`src/rtl/pixel_scanout.sv`:
```
// Raster timing generator plus small pixel FIFO that scans a 32-bit RGBA stream out as 8-bit RGB,
// with underflow/misalignment detection and re-sync on the next start-of-frame word.
module pixel_scanout #(
  parameter int H_ACTIVE        = 640,
  parameter int H_FP            = 16,
  parameter int H_SYNC          = 96,
  parameter int H_BP            = 48,
  parameter int V_ACTIVE        = 480,
  parameter int V_FP            = 10,
  parameter int V_SYNC          = 2,
  parameter int V_BP            = 33,
  parameter int FIFO_DEPTH      = 4,
  parameter int SYNC_ACTIVE_LOW = 1
) (
  input  logic        pixel_clk,
  input  logic        rst,
  input  logic        in_valid,
  output logic        in_ready,
  input  logic [31:0] in_data,
  input  logic        in_sof,
  output logic        hsync,
  output logic        vsync,
  output logic        de,
  output logic [7:0]  red,
  output logic [7:0]  green,
  output logic [7:0]  blue,
  output logic        frame_start,
  output logic        underflow
);

  localparam int H_TOTAL = H_ACTIVE + H_FP + H_SYNC + H_BP;
  localparam int V_TOTAL = V_ACTIVE + V_FP + V_SYNC + V_BP;
  localparam int HW      = $clog2(H_TOTAL);
  localparam int VW      = $clog2(V_TOTAL);
  localparam int AW      = $clog2(FIFO_DEPTH);
  localparam logic SYNC_IDLE = (SYNC_ACTIVE_LOW != 0);

  typedef enum logic [1:0] {S_RESYNC, S_WAIT, S_RUN} state_t;

  state_t          r_state, w_state_nxt;
  logic [HW-1:0]   r_h;
  logic [VW-1:0]   r_v;
  logic [24:0]     r_mem [FIFO_DEPTH];
  logic [AW-1:0]   r_wptr, r_rptr;
  logic [AW:0]     r_count;

  logic            r_hsync, r_vsync, r_de, r_fs, r_uf;
  logic [23:0]     r_rgb;

  logic [HW:0]     w_hx;
  logic [VW:0]     w_vx;
  logic            w_active, w_origin, w_hs_raw, w_vs_raw;
  logic            w_full, w_empty, w_push_ok;
  logic            w_run, w_err, w_pop, w_push, w_flush;
  logic [24:0]     w_head;
  logic            w_unused_alpha;

  // Alpha is never displayed, so it is not stored.
  assign w_unused_alpha = ^in_data[7:0];

  assign w_hx     = {1'b0, r_h};
  assign w_vx     = {1'b0, r_v};
  assign w_active = (w_hx < (HW+1)'(H_ACTIVE)) && (w_vx < (VW+1)'(V_ACTIVE));
  assign w_origin = (r_h == '0) && (r_v == '0);
  assign w_hs_raw = (w_hx >= (HW+1)'(H_ACTIVE + H_FP)) &&
                    (w_hx <  (HW+1)'(H_ACTIVE + H_FP + H_SYNC));
  assign w_vs_raw = (w_vx >= (VW+1)'(V_ACTIVE + V_FP)) &&
                    (w_vx <  (VW+1)'(V_ACTIVE + V_FP + V_SYNC));

  assign w_full    = (r_count == (AW+1)'(FIFO_DEPTH));
  assign w_empty   = (r_count == '0);
  assign in_ready  = !w_full;
  assign w_push_ok = in_valid && in_ready;
  assign w_head    = r_mem[r_rptr];

  // WAIT_FRAME already behaves as RUN on the origin cycle so pixel (0,0) is popped there.
  always_comb begin
    w_state_nxt = r_state;
    w_run       = 1'b0;
    w_err       = 1'b0;
    w_pop       = 1'b0;
    w_push      = 1'b0;
    w_flush     = 1'b0;
    case (r_state)
      S_RESYNC: if (w_push_ok && in_sof) begin
        w_push      = 1'b1;
        w_state_nxt = S_WAIT;
      end
      S_WAIT: begin
        w_push = w_push_ok;
        if (w_origin) begin
          w_run       = 1'b1;
          w_state_nxt = S_RUN;
        end
      end
      S_RUN: begin
        w_push = w_push_ok;
        w_run  = 1'b1;
      end
      default: w_state_nxt = S_RESYNC;
    endcase
    if (w_run && w_active) begin
      if (w_empty || (w_head[24] != w_origin)) begin
        w_err       = 1'b1;
        w_push      = 1'b0;
        w_flush     = 1'b1;
        w_state_nxt = S_RESYNC;
      end else begin
        w_pop = 1'b1;
      end
    end
  end

  always_ff @(posedge pixel_clk or posedge rst) begin
    if (rst) begin
      r_state <= S_RESYNC;
      r_h     <= '0;
      r_v     <= '0;
    end else begin
      r_state <= w_state_nxt;
      if (r_h == HW'(H_TOTAL - 1)) begin
        r_h <= '0;
        r_v <= (r_v == VW'(V_TOTAL - 1)) ? '0 : r_v + 1'b1;
      end else begin
        r_h <= r_h + 1'b1;
      end
    end
  end

  always_ff @(posedge pixel_clk) begin
    if (w_push) r_mem[r_wptr] <= {in_sof, in_data[31:8]};
  end

  always_ff @(posedge pixel_clk or posedge rst) begin
    if (rst) begin
      r_wptr  <= '0;
      r_rptr  <= '0;
      r_count <= '0;
    end else if (w_flush) begin
      r_wptr  <= '0;
      r_rptr  <= '0;
      r_count <= '0;
    end else begin
      if (w_push) r_wptr <= r_wptr + 1'b1;
      if (w_pop)  r_rptr <= r_rptr + 1'b1;
      r_count <= r_count + (AW+1)'(w_push) - (AW+1)'(w_pop);
    end
  end

  always_ff @(posedge pixel_clk or posedge rst) begin
    if (rst) begin
      r_hsync <= SYNC_IDLE;
      r_vsync <= SYNC_IDLE;
      r_de    <= 1'b0;
      r_rgb   <= '0;
      r_fs    <= 1'b0;
      r_uf    <= 1'b0;
    end else begin
      r_hsync <= w_hs_raw ^ SYNC_IDLE;
      r_vsync <= w_vs_raw ^ SYNC_IDLE;
      r_de    <= w_active;
      r_rgb   <= w_pop ? w_head[23:0] : 24'h0;
      r_fs    <= w_pop && w_origin;
      r_uf    <= r_uf | w_err;
    end
  end

  assign hsync       = r_hsync;
  assign vsync       = r_vsync;
  assign de          = r_de;
  assign red         = r_rgb[23:16];
  assign green       = r_rgb[15:8];
  assign blue        = r_rgb[7:0];
  assign frame_start = r_fs;
  assign underflow   = r_uf;

endmodule

```
`config.mk`:
```
export PLATFORM = sky130hd
export DESIGN_NAME = pixel_scanout
export DESIGN_NICKNAME = d
export VERILOG_FILES = /design/src/rtl/pixel_scanout.sv
export SDC_FILE = /design/constraint.sdc
export NUM_CORES = 1
export LEC_CHECK = 0
export CAP_MARGIN = 25
export CORE_MARGIN = 4
export CORE_UTILIZATION = 56
export DETAILED_ROUTE_END_ITERATION = 10
export DONT_BUFFER_PORTS = 1
export PLACE_DENSITY = 0.82
export SLEW_MARGIN = 30
export SYNTH_ARGS = -nofsm -noshare
export SYNTH_HDL_FRONTEND = slang
export SYNTH_SLANG_ARGS = --single-unit
```
`constraint.sdc`:
```
create_clock -name pixel_clk -period 3.3 [get_ports pixel_clk]
set_input_delay 0.495 -clock pixel_clk [delete_from_list [all_inputs] [get_ports pixel_clk]]
set_output_delay 0.495 -clock pixel_clk [all_outputs]
set_load 0.01 [all_outputs]
```
* After elaboration in Yosys (flattened, before gate mapping)
Memory sizes are Yosys's and may differ from the RTL's.
Cells that the tools add are included.
Widths: inputs -> output; s select.
** Operators by class
- $add $sub $neg :: 6
- $mul :: 0
- Divide/modulo/power cells :: 0
- $lt $le $gt $ge :: 6
- Equality and inequality tests :: 6
- Shifts and indexed selects :: 0
- Mux-type cells :: 25
- Bitwise gates (word level) :: 3
- Reduce and logical (&&, ||, !) cells :: 17
** Operator list (number)
- $mux 24 :: 1
- $add 10x1->10 const B :: 2
- $eq 10x10->1 const B :: 2
- $logic_not 10->1 :: 2
- $lt 10x10->1 const B :: 2
- $lt 10x9->1 const B :: 2
- $mux 10 :: 2
- $mux 2 :: 8
- $ge 10x10->1 const B :: 1
- $ge 10x9->1 const B :: 1
- $mux 1 :: 10
- $logic_and 1x1->1 :: 8
- $pmux 2 s3 :: 1
- $add 2x1->2 const B :: 2
- $pmux 1 s2 :: 2
- $reduce_bool 2->1 :: 2
- $add 3x1->3 :: 1
- $eq 3x3->1 const B :: 1
- $logic_not 3->1 :: 1
- $mux 3 :: 1
- $sub 3x1->3 :: 1
- $eq 2x1->1 const B :: 1
- $eq 2x2->1 const B :: 1
- $logic_not 2->1 :: 1
- other kinds (6) :: 7
** Storage, ports and cells
- Bits in registers :: 58
- Latch bits :: 0
- RAM bits :: 100
- Bits in read-only memories :: 0
- Input port bits :: 36
- Output and inout bits :: 30
- Logic and storage cells :: 76
- Memories kept :: 1
** Memory list
- r_mem :: words 4, bits a word 25, read ports 1, clocked after Yosys merged registers in 0, write ports 1, line 43 : logic [24:0] r_mem [FIFO_DEPTH];

* Logic depth before layout (Yosys ltp)
Gate-level depths: netlist (run 1).
- Depth in word-level cells :: 11
- Depth in mapped cells :: 17
- Gate-level depth less buffers :: 16

* Worst setup path before layout (run 1)
OpenSTA, ideal clock, no wires.
- Path kind :: reg2reg
- Start :: reg r_v[4]
- End :: reg r_count[2]
- Library setup time :: 0.119 ns
- Data arrival time :: 3.150 ns
- Required time :: 3.181 ns
- Setup slack :: 0.031 ns
- Stages on the path, launching flop included :: 16
- Buffers on the path :: 1
- Period minus slack after synthesis :: 3.269 ns
- Cell sequence :: dfrtp_1 > or4_4 > nor4_4 > and4b_1 > nor2_1 > and2_4 > buf_6 > nand2b_1 > ha_1 > inv_1 > ha_1 > inv_1 > fa_1 > xor2_1 > xnor2_1 > nor2_1
** Between the ends
- Longest elaborated chain between the ends :: 9
- Elaborated cells between the ends (all ways) :: 18
- Classes of those cells :: 2 x add/sub; 1 x order compare; 1 x eq/ne; 9 x mux; 5 x reduce/logical
** Ends and longest elaborated chain
- start, declared :: line 42 : logic [VW-1:0] r_v;
- start signal, assigned :: line 123 : r_v <= (r_v == VW'(V_TOTAL - 1)) ? '0 : r_v + 1'b1;
- parallel branches: the longest is 8 deep, another holds $lt 10x9->1
- $mux 3 * :: line 139 : end else if (w_flush) begin
- end signal, assigned :: line 146 : r_count <= r_count + (AW+1)'(w_push) - (AW+1)'(w_pop);
- end, declared :: line 45 : logic [AW:0] r_count;
Mark *: on every way between the ends.
A chain may end at the register's enable or synchronous reset.

* Worst setup path after layout (run 1)
- Start :: reg r_h[1]
- End :: reg r_count[2]
** Between the ends
- Longest elaborated chain between the ends :: 9
- Elaborated cells between the ends (all ways) :: 18
- Classes of those cells :: 2 x add/sub; 1 x order compare; 1 x eq/ne; 9 x mux; 5 x reduce/logical
** Ends and longest elaborated chain
- start, declared :: line 41 : logic [HW-1:0] r_h;
- start signal, assigned :: line 125 : r_h <= r_h + 1'b1;
- parallel branches: the longest is 8 deep, another holds $lt 10x10->1
- $mux 3 * :: line 139
Marks and branches as above.

==> results.md, run 1 <==
* Outcome: complete, but fails checks
* Violated checks: setup timing
* Seq/Total Area, Yosys at 0.713
* Clock Tree Root: clkbuf_8
* RSZ-0062 raised after global routing: true
* Layout cells sized above 1 at 0.243
* LEAKAGE at 2.67 nW
* Drt total wl at 11300 um
* Hpwl dp at 6790 um
* Commonest non-fill, non-tap cell in the layout: edfxtp_1
* Die width at 114 um
* Synth Register Bits at 158
* CP startpoint kind: register
* Iter 0 DRT Violations at 250
* Worst Clk Skew at 0.0121 ns
* Clk_lat worst skew at 0.53 ns
* Post-Synthesis Cell Area at 6250 um^2
* ANT nets after route at 0
* CP max FO at 3
* Mapped Nets at 420
* # rows at 38
* Via Count at 3175
* Die area at 12900 um^2
* Distinct cells, synth at 52
* Pre-antenna DRT Iters at 5
* Worst r2r src: r_h[1]
* CP Capture Type: register
* Die H at 114 um
* WHS Path Cells at 0
* VDD IR-drop max at 0.551 mV
* Setup ws final at -0.0471 ns
* Worst path required time at 3.71 ns
* Initial antenna violation count at 0
* Cell Area, Placed at 6560 um^2
* Initial Utilization at 0.574
* Core Region at 10900 um^2
* Max_cap viols at 0
* I/O pin count at 66
* Post-synthesis cell count at 369
* Final core occ at 0.662
* Cell Pwr Density at 673 nW/um^2
* Final hold violations at 0
* R2r setup slk at -0.05 ns
* CTS buffer count at 17
* Hold Crit Start: in_data[23]
* CTS tree: done
* Clk sinks at 158
* Max clock buf depth at 2
* Antenna fix cells at 0
* Slew margin rel. at 0.549
* Worst Tran Pin Value at 0.671 ns
* First-pass GRT wire length at 17900 um
* Post-route clock period utilization at 1.01
* Critical Setup Path Class: reg -> reg
* Gr usage total at 0.190
* Critical Path AT at 3.76 ns
* Worst R2R Path Depth at 16
* Total grt overflow at 0
* Synthesized area per cell at 16.9 um^2
* Number of enable flip-flop cells after synthesis at 100
* Min-delay worst type: in -> reg
* Fill count at 668
* F_max at 299 MHz
* Max Slew Vio Count at 0
* Count of input and output buffers at 0
* Vias in the first global route at 3349
* Asr flop ratio synth at 0.367
* Most frequent cells in the layout: 100 x edfxtp_1, 55 x dfrtp_1, 25 x mux4_2, 25 x nor2b_1, 21 x nor2_1
* Largest net degree at the start of global routing at 48
* Via density at 5.75
* Nets@finish at 450
* RePlAce Congestion at 0.779
* Final setup viols at 1
* Top FF cell, synth: edfxtp_1
* WL/cell at 20.5 um
* Final instance area at 7210 um^2
* Worst-path clk slew at 0.07 ns
* Final min period at 3.35 ns
* DRC at 0
* Hold path endpoint: r_mem[1][15]
* Synth warn at 0
* Synth-to-layout area growth at 15.4%
* Worst R2R End: r_count[2]
* H-tree depth at 4
-- layer usage --
layer | track usage | up-vias | wire (um)
li1 | - | 1435 | -
met1 | 0.222 | 1629 | 4360
met2 | 0.316 | 91 | 6060
met3 | 0.0690 | 20 | 673
met4 | 0.0825 | 0 | 221
met5 | 0 | - | 0
-- where the power goes --
part / total [mW] / switching [mW] / internal, mW
Sequential: 2.48 / 0.0972 / 2.38
Clock: 1.82 / 0.765 / 1.06
Combinational: 0.552 / 0.307 / 0.246
Total: 4.85 / 1.17 / 3.68
-- worst max-delay path by stage --
stage / start / endpoint / slack [ns] / cells after the start
global route: r_h[1] / r_count[2] / -0.15 / 16
floorplan: r_v[4] / r_count[2] / 0.03 / 15
finish: r_h[1] / r_count[2] / -0.05 / 16
CTS: r_h[0] / r_count[2] / 0.02 / 16
detailed placement: r_h[0] / r_count[2] / 0.04 / 16
global placement: r_v[5] / r_count[2] / 0.13 / 14
-- critical path, cell delays in order (launching register included) --
cell,delay [ns]
dfrtp_1,0.40
inv_2,0.08
ha_4,0.11
or4b_4,0.48
nor4_4,0.36
and4b_1,0.26
nor2_1,0.06
and2_4,0.15
nand2b_4,0.14
ha_4,0.23
inv_2,0.06
ha_4,0.12
inv_2,0.03
fa_2,0.36
xor2_2,0.16
xnor2_1,0.15
nor2_1,0.06
-- cell families after synthesis --
| kind of cell | synth area share |
|---|---|
| and+or+nand+nor | 0.0913 |
| AOI/OAI and AO/OA | 0.0338 |
| xor gates and xnor gates | 0.0196 |
| muxes | 0.0917 |
| DFF | 0.713 |
| adders and majority gates | 0.0312 |
| buffers and inverters | 0.0188 |
-- cell type report --
| type | count | area (um^2) | share of cell area |
|---|---|---|---|
| clock buffers | 23 | 457 | 0.0633 |
| clock inverters | 9 | 101 | 0.0141 |
| inverters | 14 | 55.1 | 0.00764 |
| multi-input cells | 185 | 1740 | 0.241 |
| flip-flops and latches | 158 | 4460 | 0.618 |
| well taps | 140 | 175 | 0.0243 |
| repair buffers | 23 | 225 | 0.0312 |
-- metrics by stage --
stage | setup TNS, ns | total power [mW] | cells | hold WS [ns] | setup slack [ns]
6_report | -0.0471 | 4.85 | 552 | 0.0550 | -0.0471
5_1_grt | -0.149 | 5.06 | 552 | 0.0221 | -0.149
4_1_cts | 0 | 4.86 | 550 | 0.0254 | 0.0191
3_5_place_dp | 0 | 3.02 | 517 | 0.500 | 0.0385
3_3_place_gp | 0 | 2.96 | 517 | 0.495 | 0.126
2_1_floorplan | 0 | 2.82 | 369 | 0.459 | 0.0309
-- state kept, by name (all words and copies together), names as in the netlist --
signal       flops
r_mem          100
r_rgb           24
r_h             10
r_v             10
r_count          3
r_rptr           2
r_state          2
r_wptr           2
de               1
frame_start      1
hsync            1
underflow        1
vsync            1
-- cells in the mapped netlist (all sizes together), types with 2 or more instances --
master | number | area, um^2
a211oi | 3 | 27.5
a21boi | 2 | 15.0
a21oi | 4 | 20.0
and2 | 2 | 15.0
and3b | 4 | 35.0
buf | 4 | 35.0
clkbuf | 8 | 30.0
dfrtp | 56 | 1400
dfstp | 2 | 52.6
edfxtp | 100 | 3000
ha | 14 | 175
inv | 14 | 52.6
mux4 | 25 | 563
nand2 | 9 | 33.8
nand2b | 3 | 18.8
nand3 | 14 | 70.1
nand4 | 3 | 18.8
nor2 | 22 | 85.1
nor2b | 25 | 156
nor3 | 3 | 15.0
nor4 | 3 | 33.8
o21ai | 12 | 63.8
o31ai | 3 | 22.5
or2 | 3 | 18.8
or4 | 2 | 18.8
xnor2 | 8 | 70.1
xor2 | 6 | 52.6
-- timing repair --
item,CTS,global route
setup endpoints to repair,0,1
endpoints found under the hold margin,44,0
resized for setup,0,14
setup buffers,0,2
hold buffers,1,0
Note: power is estimated with default switching activity, not from simulation.
==> run 2: changes to the inputs <==
CORE_UTILIZATION = 51   (was 56)
CTS_CLUSTER_DIAMETER = 120   (was not set)
DONT_BUFFER_PORTS = not set   (was 1)
PLACE_DENSITY = 0.84   (was 0.82)
==> run 2 against run 1 <==
Effect of this change: the flow now finishes without violations; sequential power about the same; sequential share of layout area shrank 4.7 points; non-clock buffer count up 55; cell count up 11%; wire length rose by 0.70%; largest cell class unchanged.
==> results.md, run 2 (synthesis gave the netlist of run 1 again) <==
* Slowest cell on crit path: or4_4
* Setup TNS after final layout at 0 ns (+0.0471 ns)
* H-tree depth at 4 (unchanged)
* Antenna fix cells at 0 (unchanged)
* Clk sinks at 158 (unchanged)
* WL/cell at 18.6 um (-9.5%)
* CTS tree: done
* R2r setup slk at 0.10 ns (+0.15 ns)
* Initial antenna violation count at 0 (unchanged)
* RSZ-0062 raised after global routing: true
* Final instance area at 7800 um^2 (+8.2%)
* F_max at 313 MHz (+4.6%)
* Most frequent cells in the layout: 100 x edfxtp_1, 57 x clkdlybuf4s50_1, 55 x dfrtp_1, 25 x mux4_2, 25 x nor2b_1
* Max incr delay on CP at 0.55 ns (+0.07 ns)
* ANT nets after route at 0 (unchanged)
* CTS buffer count at 17 (unchanged)
* First-pass GRT wire length at 18800 um (+5.2%)
* # rows at 40 (+5.3%)
* Max_cap viols at 0 (unchanged)
* Core Region at 12000 um^2 (+10%)
* Die width at 119 um (+4.4%)
* Critical Path AT at 3.50 ns (-0.26 ns)
* RePlAce Congestion at 0.850 (+9.2%)
* Post-route clock period utilization at 0.970 (-0.0446)
* Number of flip-flops in the largest register at 100 (unchanged)
* Worst r2r src: r_v[5]
* Pre-antenna DRT Iters at 5 (unchanged)
* Vias in the first global route at 3640 (+8.7%)
* Via Count at 3387 (+6.7%)
* Final core occ at 0.649 (-0.0127)
* Worst path cell trace: or4_4, nor4_4, and4b_1, nor2_2, and2_4, nand2b_1, ha_1, inv_1, ha_1, inv_1, fa_2, xor2_2, xnor2_1, nor2_1
* CP startpoint kind: register
* DRC at 0 (unchanged)
* Worst Tran Pin Value at 0.809 ns (+0.138 ns)
* Count of input and output buffers at 57 (+57)
* Hold Buf Count CTS at 0 (-1)
* Worst path required time at 3.61 ns (-0.10 ns)
* Gr usage total at 0.176 (-0.0137)
* Largest net degree at the start of global routing at 33 (-31%)
* Clock Tree Root: clkbuf_16
* Commonest non-fill, non-tap cell in the layout: edfxtp_1
* Hold Crit Start: underflow
* Synth-to-layout area growth at 24.9%
* Buffers and inverters on the worst path at 2 (-1)
* Final setup viols at 0 (-1)
* Fill count at 828 (+24%)
* Worst Clk Skew at 0.0148 ns (+0.00269 ns)
* Overall power at 5.10 mW (+5.2%)
* Die H at 119 um (+4.4%)
* Iter 0 DRT Violations at 251 (+0.40%)
* Cell Area, Placed at 7150 um^2 (+9.0%)
* Final min period at 3.20 ns (-0.147 ns)
* LEAKAGE at 2.91 nW (+8.9%)
* Hpwl dp at 7110 um (+4.6%)
* Slew margin rel. at 0.456 (-0.0930)
* CP max FO at 4 (+1)
* Cell Pwr Density at 654 nW/um^2 (-2.7%)
* Via density at 5.52 (-4.1%)
* CP Capture Type: register
* CP startpoint: r_v[5]
* Largest regs: r_mem: 100 flops, r_rgb: 24 flops
* Critical Setup Path Class: reg -> reg
* Min-delay worst type: reg -> reg
* Worst-path clk slew at 0.06 ns (about the same)
* Max Slew Vio Count at 0 (unchanged)
* I/O pin count at 66 (unchanged)
* Family with the most delay on the worst path: simple AND/OR/NAND/NOR gates
* VDD IR-drop max at 0.552 mV (+0.18%)
* Total grt overflow at 0 (unchanged)
* Max clock buf depth at 2 (unchanged)
* Nets@finish at 505 (+12%)
* Initial Utilization at 0.520 (-0.0537)
* Most flops, register: r_mem
* Outcome: completed
* Worst hold slack at 0.472 ns (+0.417 ns)
* Die area at 14100 um^2 (+9.1%)
* Clk_lat worst skew at 0.43 ns (-0.10 ns)
* Final hold violations at 0 (unchanged)
* Layout cells sized above 1 at 0.201 (-0.0414)
* Drt total wl at 11400 um (+0.70%)
[run 2: cell type report]
cell class	count	area, um^2	share of cell area
Timing Repair Buffer	78	791	0.101
Multi-Input combinational cell	185	1690	0.217
Clock inverter	14	198	0.0253
Inverter	14	52.6	0.00674
Sequential cell	158	4460	0.571
Tap cell	147	184	0.0236
Clock buffer	18	429	0.0550
[run 2: path summary, 6_finish.rpt]
kind / cells after the start / end
max in group asynchronous: 3 / hsync
setup reg to reg: 14 / r_count[2]
setup / recovery: 14 / r_count[2]
min in group asynchronous: 2 / r_rgb[9]
hold reg to reg: 1 / underflow
hold / removal: 1 / underflow
[run 2: what timing repair did]
| item | 4_1_cts | 5_1_grt |
|---|---|---|
| setup buffers | 0 | 1 |
| setup endpoints to repair | 1 | 1 |
| gates resized for setup | 1 | 3 |
| pin swaps | 0 | 1 |
[run 2: through the flow]
step	std cells	setup WS, ns
6_report	614	0.100
3_3_place_gp	581	0.109
5_1_grt	614	-0.105
4_1_cts	613	0.0249
2_1_floorplan	369	0.0309
3_5_place_dp	581	0.0162
[run 2: worst reg2reg max path: stages, from the launching register on]
cell and delay [ns]:
dfrtp_1 0.41, or4_4 0.55, nor4_4 0.32, and4b_1 0.28, nor2_2 0.05, and2_4 0.15
nand2b_1 0.14, ha_1 0.27, inv_1 0.05, ha_1 0.12, inv_1 0.05, fa_2 0.34
xor2_2 0.16, xnor2_1 0.14, nor2_1 0.06
[run 2: power breakdown]
group | internal, mW | switching (mW)
Clock | 1.22 | 0.839
Combinational | 0.267 | 0.312
Sequential | 2.38 | 0.0880
Total | 3.87 | 1.24
[run 2: layer usage]
| layer | track usage | vias to the layer above | part of all wire |
|---|---|---|---|
| met5 | 0 | - | 0 |
| met4 | 0.0529 | 0 | 0.0085 |
| met3 | 0.0651 | 10 | 0.049 |
| met2 | 0.280 | 84 | 0.51 |
| met1 | 0.228 | 1741 | 0.43 |
| li1 | - | 1552 | - |
==> run 3: changes to the inputs <==
CORE_UTILIZATION = 56   (was 51)
PLACE_DENSITY = 0.87   (was 0.84)
clock period = 3.75 ns   (was 3.3 ns; I/O delays follow)
==> run 3 against run 2 <==
Effect of this change: register-to-register slack about the same; critical path depth grew 3; sequential cell count unchanged; die area shrank 8.3%; sequential power down 11%; critical path type unchanged; critical endpoint unchanged; largest power group unchanged; highest routed layer unchanged.
==> results.md, run 3 (synthesis gave the netlist of run 1 again) <==
* WL/cell at 20.0 um (+7.6%)
* CTS buffer count at 17 (unchanged)
* Largest net degree at the start of global routing at 33 (unchanged)
* Die H at 114 um (-4.3%)
* Worst Tran Pin Value at 0.737 ns (-0.0725 ns)
* Slew margin rel. at 0.508 (+0.0526)
* Commonest non-fill, non-tap cell in the layout: edfxtp_1
* Core Region at 10900 um^2 (-9.4%)
* CP startpoint kind: register
* H-tree depth at 4 (unchanged)
* Initial Utilization at 0.574 (+0.0537)
* Iter 0 DRT Violations at 203 (-19%)
* Post-route clock period utilization at 0.972 (+0.00264)
* Most frequent cells in the layout: 100 x edfxtp_1, 57 x clkdlybuf4s50_1, 54 x dfrtp_1, 25 x mux4_2, 25 x nor2b_1
* Max Slew Vio Count at 0 (unchanged)
* Most flops, register: r_mem
* Worst R2R Path Depth at 17 (+3)
* Slowest cell on crit path: or4b_4
* Vias in the first global route at 3700 (+1.6%)
* ANT nets after route at 0 (unchanged)
* Critical Setup Path Class: reg -> reg
* RePlAce Congestion at 0.907 (+6.7%)
* Clock Tree Root: clkbuf_8
* Worst R2R End: r_count[2]
* Synth-to-layout area growth at 22.5%
* Max clock buf depth at 2 (unchanged)
* Clock share of power at 0.378 (-0.026)
* Setup TNS after final layout at 0 ns (unchanged)
* Via density at 5.75 (+4.3%)
* Worst path cell trace: inv_1, ha_1, or4b_4, nor4_4, buf_4, a31oi_2, nor2_2, and2_4, nand2b_1, ha_1, inv_1, ha_1, inv_1, fa_1, xor2_2, xnor2_1, nor2_1
* Fill count at 685 (-17%)
* Setup ws final at 0.104 ns (+0.00377 ns)
* Gr usage total at 0.201 (+0.0249)
* Cell Pwr Density at 562 nW/um^2 (-14%)
* Drt total wl at 12100 um (+5.9%)
* I/O pin count at 66 (unchanged)
* Worst-path clk slew at 0.07 ns (about the same)
* Total grt overflow at 0 (unchanged)
* Clk_lat worst skew at 0.54 ns (+0.11 ns)
* Dpl ws at 0.312 ns (+0.296 ns)
* Sequential power share at 0.506 (+0.023)
* First-pass GRT wire length at 19500 um (+3.6%)
* F_max at 274 MHz (-12%)
* Comb pwr share at 0.116 (+0.003)
* Min-delay worst type: in -> async
* Die width at 114 um (-4.3%)
* Initial antenna violation count at 0 (unchanged)
* Sw Share at 0.256 (+0.0134)
* Die area at 12900 um^2 (-8.3%)
* Max_cap viols at 0 (unchanged)
* CP max FO at 5 (+1)
* Switching power total at 1.10 mW (-11%)
* LEAKAGE at 2.85 nW (-1.8%)
* CTS tree: done
* FF+latch area at 4460 um^2 (about the same)
* Hpwl dp at 7050 um (-0.75%)
* R2r setup slk at 0.10 ns (about the same)
* # rows at 38 (-5.0%)
* Worst r2r src: r_h[0]
* Antenna fix cells at 0 (unchanged)
* Worst path required time at 4.16 ns (+0.55 ns)
* Number of flip-flops in the largest register at 100 (unchanged)
* Count of input and output buffers at 57 (unchanged)
* Area used by multi-input combinational logic at 1690 um^2 (about the same)
* Pint at 3.20 mW (-17%)
* CP Capture Type: register
* Largest regs: r_mem: 100 flops, r_rgb: 24 flops
* VDD IR-drop max at 0.409 mV (-26%)
* Final min period at 3.65 ns (+0.446 ns)
* Nets@finish at 502 (-0.59%)
* Layout cells sized above 1 at 0.198 (-0.00301)
* Max incr delay on CP at 0.48 ns (-0.07 ns)
* Via Count at 3475 (+2.6%)
* Final setup viols at 0 (unchanged)
* Pre-antenna DRT Iters at 4 (-1)
* Clk sinks at 158 (unchanged)
* DRC at 0 (unchanged)
* Outcome: completed
* Worst Clk Skew at 0.0136 ns (-0.00113 ns)
* Critical Path AT at 4.06 ns (+0.56 ns)
* Final hold violations at 0 (unchanged)
==> run 3: cell count changes in the layout (fill, tap and decap cells not counted), moves of 2 or more <==
| cell | before | now |
|---|---|---|
| buf_12 | 5 | 0 |
| inv_6 | 1 | 6 |
| bufinv_16 | 3 | 0 |
| inv_8 | 6 | 2 |
| buf_4 | 16 | 18 |
| clkinv_4 | 1 | 3 |
| clkbuf_8 | 0 | 2 |
==> run 3: power groups by stage <==
stage	sequential [mW]	clock (mW)	combinational, mW
after global routing	2.19	1.74	0.550
final	2.18	1.63	0.498
after CTS	2.17	1.65	0.487
after global placement	2.18	0	0.451
after detailed placement	2.20	0	0.478
after floorplan	2.18	0	0.300
==> run 3: timing repair <==
action / in CTS / in global routing
setup endpoints to repair: 0 / 1
resized for setup: 0 / 4
hold buffers: 0 / 0
endpoints found under the hold margin: 0 / 0
buffers inserted: 0 / 5
==> run 3: per-stage QoR <==
stage / hold WS, ns / total power, mW / instances / util / area, um^2
after global placement: 0.457 / 2.63 / 567 / 0.645 / 7030
final: 0.470 / 4.30 / 604 / 0.703 / 7650
after detailed placement: 0.459 / 2.68 / 567 / 0.645 / 7030
after global routing: 0.513 / 4.48 / 604 / 0.703 / 7650
after CTS: 0.476 / 4.31 / 599 / 0.698 / 7600
after floorplan: 0.459 / 2.48 / 369 / - / 6250
==> run 3: critical path, delay by kind of cell, from the launching register on <==
kind                       cells  cell delay [ns]
xor gates and xnor gates       2             0.36
DFF                            1             0.44
adders and majority gates      4             0.90
buffers and inverters          4             0.36
and+or+nand+nor                6             1.32
AOI/OAI and AO/OA              1             0.12
==> run 3: layout make-up <==
| cell class | instances | area share |
|---|---|---|
| flip-flops and latches | 158 | 0.583 |
| inverters | 14 | 0.00687 |
| well taps | 140 | 0.0229 |
| clock buffers | 19 | 0.0592 |
| multi-input cells | 185 | 0.221 |
| repair buffers | 75 | 0.0922 |
| clock inverters | 13 | 0.0152 |
==> run 3: how the worst max path moves through the flow <==
stage                     startpoint    endpoint  slack, ns
after detailed placement      r_v[4]  r_count[2]       0.31
after global routing          r_h[0]  r_count[2]      -0.10
after floorplan               r_v[4]  r_count[2]       0.48
after global placement        r_v[4]  r_count[2]       0.40
final                         r_h[0]  r_count[2]       0.10
after CTS                     r_h[0]  r_count[2]       0.19
==> run 3: routing by layer <==
layer / GRT usage / up-vias / share of wire
met5: 0 / - / 0
met4: 0.0609 / 0 / 0.011
met3: 0.0562 / 11 / 0.052
met2: 0.344 / 119 / 0.54
met1: 0.252 / 1802 / 0.40
li1: - / 1543 / -
